### src/rtl/fetch_unit_if.sv
`default_nettype none
// ============================================================================
// Module      : fetch_unit_if
// Description : Bundle of the fetch stage's control, branch-resolution,
//               instruction-memory and F/D-latch signals.
//   master : fetch unit side (drives imem_addr and the F/D outputs)
//   slave  : environment side (hazard unit, execute stage, imem)
//   Signals: stall, redirect, redirect_pc, upd_en, upd_pc, upd_taken,
//            upd_target, imem_addr, imem_data, tg_out, pc_out,
//            pc_plus1_out, ir_out, fd_en, fd_flush
// Revision    : 1.0 - initial release
// ============================================================================
interface fetch_unit_if;
  logic        stall;
  logic        redirect;
  logic [31:0] redirect_pc;
  logic        upd_en;
  logic [31:0] upd_pc;
  logic        upd_taken;
  logic [31:0] upd_target;
  logic [31:0] imem_addr;
  logic [31:0] imem_data;
  logic [31:0] tg_out;
  logic [31:0] pc_out;
  logic [31:0] pc_plus1_out;
  logic [31:0] ir_out;
  logic        fd_en;
  logic        fd_flush;

  modport master (
    input  stall, redirect, redirect_pc,
    input  upd_en, upd_pc, upd_taken, upd_target,
    input  imem_data,
    output imem_addr, tg_out, pc_out, pc_plus1_out, ir_out, fd_en, fd_flush
  );

  modport slave (
    output stall, redirect, redirect_pc,
    output upd_en, upd_pc, upd_taken, upd_target,
    output imem_data,
    input  imem_addr, tg_out, pc_out, pc_plus1_out, ir_out, fd_en, fd_flush
  );
endinterface
`default_nettype wire

### src/rtl/fetch_unit.sv
`default_nettype none
// ============================================================================
// Module      : fetch_unit
// Description : Instruction fetch stage. Holds the PC, drives instruction
//               memory, and predicts the next PC with an optional
//               direct-mapped branch target buffer (2-bit counters).
//   clk  : clock, rising edge
//   clr  : synchronous active-low reset
//   bus  : fetch_unit_if.master (control, branch update, imem, F/D outputs)
// Parameters  : RESET_PC    - PC after reset
//               BTB_ENTRIES - BTB depth, power of two, 2..256
// Macro       : FETCH_BTB_EN - when defined, the BTB is built; otherwise the
//               predicted target is always PC+1 and updates are ignored.
// Revision    : 1.0 - initial release
// ============================================================================
module fetch_unit #(
  parameter logic [31:0] RESET_PC    = 32'h0000_0000,
  parameter int          BTB_ENTRIES = 16
) (
  input  logic         clk,
  input  logic         clr,
  fetch_unit_if.master bus
);

  logic [31:0] r_pc;
  logic [31:0] w_pc_plus1;
  logic [31:0] w_tg;

  assign w_pc_plus1       = r_pc + 32'd1;
  assign bus.imem_addr    = r_pc;
  assign bus.pc_out       = r_pc;
  assign bus.pc_plus1_out = w_pc_plus1;
  assign bus.ir_out       = bus.imem_data;
  assign bus.tg_out       = w_tg;
  // A redirect must reach the latch (as a flush) even while stalled.
  assign bus.fd_en        = ~bus.stall | bus.redirect;
  assign bus.fd_flush     = bus.redirect;

  always_ff @(posedge clk) begin
    if (!clr) begin
      r_pc <= RESET_PC;
    end else if (bus.redirect) begin
      r_pc <= bus.redirect_pc;
    end else if (!bus.stall) begin
      r_pc <= w_tg;
    end
  end

`ifdef FETCH_BTB_EN
  localparam int c_idx_w = $clog2(BTB_ENTRIES);
  localparam int c_tag_w = 32 - c_idx_w;

  logic               r_valid  [BTB_ENTRIES];
  logic [c_tag_w-1:0] r_tag    [BTB_ENTRIES];
  logic [31:0]        r_target [BTB_ENTRIES];
  logic [1:0]         r_cnt    [BTB_ENTRIES];

  logic [c_idx_w-1:0] w_idx;
  logic [c_idx_w-1:0] w_upd_idx;
  logic               w_hit;
  logic               w_upd_hit;

  assign w_idx     = r_pc[c_idx_w-1:0];
  assign w_hit     = r_valid[w_idx] && (r_tag[w_idx] == r_pc[31:c_idx_w]);
  // Lookup reads the registered arrays, so a same-cycle update to the
  // same index only becomes visible after the edge.
  assign w_tg      = (w_hit && r_cnt[w_idx][1]) ? r_target[w_idx] : w_pc_plus1;

  assign w_upd_idx = bus.upd_pc[c_idx_w-1:0];
  assign w_upd_hit = r_valid[w_upd_idx] &&
                     (r_tag[w_upd_idx] == bus.upd_pc[31:c_idx_w]);

  // Tags and targets are not reset; valid bits gate their use.
  always_ff @(posedge clk) begin
    if (!clr) begin
      for (int i = 0; i < BTB_ENTRIES; i++) begin
        r_valid[i] <= 1'b0;
        r_cnt[i]   <= 2'b01;
      end
    end else if (bus.upd_en) begin
      if (w_upd_hit) begin
        if (bus.upd_taken) begin
          if (r_cnt[w_upd_idx] != 2'b11) begin
            r_cnt[w_upd_idx] <= r_cnt[w_upd_idx] + 2'b01;
          end
          r_target[w_upd_idx] <= bus.upd_target;
        end else if (r_cnt[w_upd_idx] != 2'b00) begin
          r_cnt[w_upd_idx] <= r_cnt[w_upd_idx] - 2'b01;
        end
      end else if (bus.upd_taken) begin
        // Miss on a taken branch allocates as weakly taken.
        r_valid[w_upd_idx]  <= 1'b1;
        r_tag[w_upd_idx]    <= bus.upd_pc[31:c_idx_w];
        r_target[w_upd_idx] <= bus.upd_target;
        r_cnt[w_upd_idx]    <= 2'b10;
      end
    end
  end
`else
  assign w_tg = w_pc_plus1;

  wire w_unused = ^{bus.upd_en, bus.upd_pc, bus.upd_taken, bus.upd_target,
                    (BTB_ENTRIES == 0)};
`endif

endmodule
`default_nettype wire

### src/flat_wrapper.sv
// flat-port wrapper written by rule: the top's interface ports become plain ports
module fetch_unit_flat 
#(
  parameter logic [31:0] RESET_PC    = 32'h0000_0000,
  parameter int          BTB_ENTRIES = 16
)
  (clk, clr, bus_stall, bus_redirect, bus_redirect_pc, bus_upd_en, bus_upd_pc, bus_upd_taken, bus_upd_target, bus_imem_data, bus_imem_addr, bus_tg_out, bus_pc_out, bus_pc_plus1_out, bus_ir_out, bus_fd_en, bus_fd_flush);
  fetch_unit_if bus_i ();
  input  logic clk;
  input  logic clr;
  input wire logic [$bits(bus_i.stall)-1:0] bus_stall;
  input wire logic [$bits(bus_i.redirect)-1:0] bus_redirect;
  input wire logic [$bits(bus_i.redirect_pc)-1:0] bus_redirect_pc;
  input wire logic [$bits(bus_i.upd_en)-1:0] bus_upd_en;
  input wire logic [$bits(bus_i.upd_pc)-1:0] bus_upd_pc;
  input wire logic [$bits(bus_i.upd_taken)-1:0] bus_upd_taken;
  input wire logic [$bits(bus_i.upd_target)-1:0] bus_upd_target;
  input wire logic [$bits(bus_i.imem_data)-1:0] bus_imem_data;
  output wire logic [$bits(bus_i.imem_addr)-1:0] bus_imem_addr;
  output wire logic [$bits(bus_i.tg_out)-1:0] bus_tg_out;
  output wire logic [$bits(bus_i.pc_out)-1:0] bus_pc_out;
  output wire logic [$bits(bus_i.pc_plus1_out)-1:0] bus_pc_plus1_out;
  output wire logic [$bits(bus_i.ir_out)-1:0] bus_ir_out;
  output wire logic [$bits(bus_i.fd_en)-1:0] bus_fd_en;
  output wire logic [$bits(bus_i.fd_flush)-1:0] bus_fd_flush;
  assign bus_i.stall = bus_stall;
  assign bus_i.redirect = bus_redirect;
  assign bus_i.redirect_pc = bus_redirect_pc;
  assign bus_i.upd_en = bus_upd_en;
  assign bus_i.upd_pc = bus_upd_pc;
  assign bus_i.upd_taken = bus_upd_taken;
  assign bus_i.upd_target = bus_upd_target;
  assign bus_i.imem_data = bus_imem_data;
  assign bus_imem_addr = bus_i.imem_addr;
  assign bus_tg_out = bus_i.tg_out;
  assign bus_pc_out = bus_i.pc_out;
  assign bus_pc_plus1_out = bus_i.pc_plus1_out;
  assign bus_ir_out = bus_i.ir_out;
  assign bus_fd_en = bus_i.fd_en;
  assign bus_fd_flush = bus_i.fd_flush;
  fetch_unit #(.RESET_PC(RESET_PC), .BTB_ENTRIES(BTB_ENTRIES)) u_core (.clk(clk), .clr(clr), .bus(bus_i));
endmodule
### config.mk
export PLATFORM = sky130hd
export DESIGN_NAME = fetch_unit_flat
export DESIGN_NICKNAME = d
export VERILOG_FILES = /design/src/rtl/fetch_unit_if.sv /design/src/rtl/fetch_unit.sv /design/src/flat_wrapper.sv
export SDC_FILE = /design/constraint.sdc
export NUM_CORES = 1
export LEC_CHECK = 0
export CORE_AREA = 2 2 113 115
export CTS_CLUSTER_SIZE = 20
export DETAILED_ROUTE_END_ITERATION = 10
export DIE_AREA = 0 0 115 117
export HOLD_SLACK_MARGIN = 0.12
export PLACE_DENSITY = 0.72
export SLEW_MARGIN = 0
export SYNTH_ARGS = -nofsm -noshare
export SYNTH_HDL_FRONTEND = slang
export SYNTH_SLANG_ARGS = --single-unit
### constraint.sdc
create_clock -name clk -period 6.3 [get_ports clk]
set_input_delay 1.89 -clock clk [delete_from_list [all_inputs] [get_ports clk]]
set_output_delay 1.89 -clock clk [all_outputs]
set_load 0.05 [all_outputs]
== After elaboration in Yosys (flattened, before gate mapping) ==
Index checks and enable logic that the tools add are counted.
Operators by class
  add/subtract/negate cells: 1
  equal/unequal tests: 1
  mux-type cells: 2
  bitwise gates (word level): 2
Operators with widths (number)
  32-bit two-way mux: 2
  32-bit by 1-bit adder with 32-bit output (second input constant): 1
  2-bit by 1-bit != test with 1-bit output (second input constant): 1
  1-bit inverter: 1
  1-bit OR: 1
Storage, ports and cells
  register bits after elaboration: 32
  bits of input ports: 134
  output and inout bits: 162
  logic and storage cells: 7

== Logic depth before layout (Yosys ltp) ==
  depth after elaboration: 3
  depth in mapped cells: 7
  mapped depth without buffers: 5

== Least setup slack after synthesis ==
Ideal clock, no wire load.
  path kind: reg-to-output
  start point: register u_core.r_pc[0], in the netlist u_core.bus.imem_addr[0]
  end point: output bus_tg_out[22]
  data arrival time: 3.288 ns
  required time: 4.410 ns
  path slack: 1.122 ns
  stages on the path, launching flop included: 8
  path buffers: 2
  cell sequence: dfxtp_1 > ha_1 > nand3_1 > clkbuf_1 > nor4_2 > nand3_1 > xnor2_1 > buf_4
Between the ends
  longest elaborated chain between the ends: 1
RTL lines
  start: declaration: line fetch_unit.sv:25  | logic [31:0] r_pc;
  start signal: assignment: line fetch_unit.sv:43  | r_pc <= bus.redirect_pc;
  start signal: assignment: line fetch_unit.sv:45  | r_pc <= w_tg;
  32-bit by 1-bit adder with 32-bit output: line fetch_unit.sv:29  | assign w_pc_plus1 = r_pc + 32'd1;
  end: declaration: line flat_wrapper.sv:20  | output wire logic [$bits(bus_i.tg_out)-1:0] bus_tg_out;
No other way between the ends.

== Final worst setup path ==
  start point: register u_core.r_pc[16], in the netlist u_core.bus.imem_addr[16]
  end point: output bus_pc_plus1_out[26]
Between the ends
  longest elaborated chain between the ends: 1
RTL lines
  32-bit by 1-bit adder with 32-bit output: line fetch_unit.sv:29
  end: declaration: line flat_wrapper.sv:22  | output wire logic [$bits(bus_i.pc_plus1_out)-1:0] bus_pc_plus1_out;
No other way between the ends.

==> run metrics <==
combinational fraction of design power 0.448; Leak 1.554 nW; post-synthesis sequential area ratio 0.1925; min cycle time layout 5.307 ns; design area around 0.0045 mm2; Worst Skew about 0.0067 ns; DRT Wirelength ~11000 um; area post-placement ~0.0044 mm2; min-delay worst type flop to flop; global route overflow 0; first-pass GRT wire length 17150 um; fraction of layout instances using a drive strength above 1 0.06122; pwr dens between 200 and 250 mW/mm2; Hold Slack 0.6123 ns; Die W about 120 um; Post-Synthesis Cells 445; Buffers on Ports 165; Post-synth top flop dfxtp_1; final hold vios 0; Resize count post-CTS 0; part of the power in registers 0.278; final net count 624; GPL Wtd Cong 0.8604; Rows 41; DP HPWL 8403 um; max-slew violations 0; Clk Tree Root Cell clkbuf_16; CTS Buf Count 5; max reg flops 32; Clk network pwr share 0.274; initial core utilization 0.2703; die height 117 um; metal3 WL approximately 870 um; clock sink count 32; I/O Pins roughly 300; CP Capture Type output pin; clock slew at reported path FFs 0.06 ns; net switching power between 0.4 and 0.5 mW; initial drt markers approximately 220; Skew-Pair Late Insertion Delay roughly 0.28 ns; antenna-violating nets left 0; die area roughly 0.013 mm2; Synthesis Warnings 0; via count 3347; hold_buf cts 0; syn nets 580; router iterations before antenna repair 4; crit share post-route 0.8424; pin count of the biggest net entering global routing 45; synthesis-to-finish area growth 35.45%; final setup vio count 0; fmax 188.4 MHz; max-cap viol count 0; routed vias/inst 5.230; number of distinct library cells after synthesis 48; Async S/R FF share, synth 0; initial antenna violation count 0; TNS Setup 0 ns; vias in the first global route 3156; Worst Setup Path Type flop to output pin; Max VDD drop around 0.00011 V; CP required 4.41 ns; Avg Cell Area, Syn 7.479 um2; Worst Tran Pin Value approximately 1.2 ns; Residual DRC 0; final total power between 0.9 and 1 mW; Avg WL per Cell ~18 um; Max Used Layer met4; Arr. time, crit path 3.42 ns; CTS H-tree depth 2; # diodes 0; Netlist Area Pre-Place 0.003328 mm2; CP Launch Type flop; final core utilization 0.3662; All-Layer GR Usage 0.1619; Post-CTS Repair Setup Buffers 0; Crit Path Max Fanout 11; Slew Limit Headroom 0.1869; status complete, no violations; CTS tree done; EDFF count, synth 0; metal2 WL 5634 um; RSZ-0062 raised after global routing false; clk buf depth 2; Core Region 0.01231 mm2; synthesized flop and latch total 32; Net Sw Frac 0.4455; Pint 0.5164 mW; metal1 wirelength 4660 um
==> Yosys cell counts (2+ instances only) <==
library cell | count | area [um2]
buf_4 | 97 | 728.2
dfxtp_1 | 32 | 640.6
clkbuf_1 | 29 | 108.9
nand3_1 | 25 | 125.1
nor3_1 | 25 | 125.1
nand2_1 | 23 | 86.33
o21ai_0 | 22 | 110.1
xnor2_1 | 22 | 192.7
nand4_1 | 17 | 106.4
xor2_1 | 17 | 148.9
nor4_1 | 13 | 81.33
and3_1 | 12 | 75.07
nor2_1 | 12 | 45.04
a21oi_1 | 11 | 55.05
a211oi_1 | 9 | 67.56
and4_1 | 7 | 61.31
buf_2 | 5 | 25.02
nor2b_1 | 5 | 31.28
nand2b_1 | 4 | 25.02
o211ai_1 | 4 | 30.03
a211o_1 | 3 | 26.28
a311oi_1 | 3 | 26.28
a31oi_1 | 3 | 18.77
buf_1 | 3 | 11.26
inv_1 | 3 | 11.26
nand3b_1 | 3 | 22.52
nor3b_1 | 3 | 22.52
o311a_1 | 3 | 30.03
or4_1 | 3 | 22.52
a21bo_2 | 2 | 20.02
clkbuf_2 | 2 | 10.01
nand4_4 | 2 | 42.54
nor4_2 | 2 | 25.02
o2111a_1 | 2 | 22.52
o211a_1 | 2 | 20.02
o21a_1 | 2 | 15.01
or2_2 | 2 | 12.51
==> metal layers <==
| layer | GRT usage | up-vias |
|---|---|---|
| met2 | 0.2867 | 192 |
| met3 | 0.02729 | 20 |
| met1 | 0.2024 | 1561 |
| met4 | 0.04739 | 0 |
| li1 | - | 1574 |
| met5 | 0 | - |
==> logic make-up after synthesis <==
family,Yosys count,synth area share
compound gates,68,0.1380
xor+xnor,39,0.1026
fa+ha+maj,1,0.003759
buf+inv,141,0.2733
flops,32,0.1925
mux,2,0.006391
simple gates,162,0.2835
==> worst max-delay path, cell delays in order, from the launching register on <==
cell and delay, ns:
dfxtp_1 0.60, nand2_1 0.20, nor4_1 1.05, nand3_1 0.20, xnor2_1 0.24, clkdlybuf4s50_1 0.85
==> through the flow <==
stage	std cells	setup slack (ns)
after detailed placement	632	1.350
after global routing	640	0.7269
after CTS	640	1.037
after global placement	632	1.396
final	640	0.9929
after floorplan	445	1.122
==> final cells by class <==
cell class                 instances  area, um2
timing repair buffer             174       1727
clock inverter                     2      15.01
multi-input combinational        272       1784
sequential                        32      640.6
fill                            1293       7804
tap                              150      187.7
clock buffer                       6      138.9
inverter                           4      15.01
==> placed cells by master, fill, tap and decap left out, drive strengths merged, types with 3 or more instances in the layout <==
cell and n:
o211ai 4, nor4 15, o21ai 22, clkbuf 6
nor3b 3, a31oi 3, nand2b 4, dfxtp 32
buf 11, nand3b 3, a21oi 11, and3 12
nand2 23, inv 3, xor2 17, o311a 3
nor2 12, nor2b 5, a311oi 3, nor3 25
nand4 19, or4 4, a211o 3, xnor2 22
nand3 25, clkdlybuf4s50 163, a211oi 9, and4 7
==> path summary, 6_finish.rpt <==
check	start	end	slack, ns	cells past startpoint
worst max-delay path	u_core.bus.imem_addr[16]	bus_pc_plus1_out[26]	0.99	5
worst min-delay path	u_core.bus.imem_addr[27]	u_core.bus.imem_addr[27]	0.61	2
worst max register to register	u_core.bus.imem_addr[0]	u_core.bus.imem_addr[24]	3.71	6
worst min register to register	u_core.bus.imem_addr[27]	u_core.bus.imem_addr[27]	0.61	2
==> power by group through the flow <==
| stage | combinational (mW) | clock, mW | sequential, mW |
|---|---|---|---|
| 5_1_grt | 0.434 | 0.273 | 0.263 |
| 6_report | 0.417 | 0.256 | 0.259 |
| 3_5_place_dp | 0.418 | 0 | 0.263 |
| 4_1_cts | 0.419 | 0.265 | 0.258 |
| 2_1_floorplan | 0.333 | 0 | 0.288 |
| 3_3_place_gp | 0.416 | 0 | 0.260 |
Note: power is estimated with default switching activity, not from simulation.
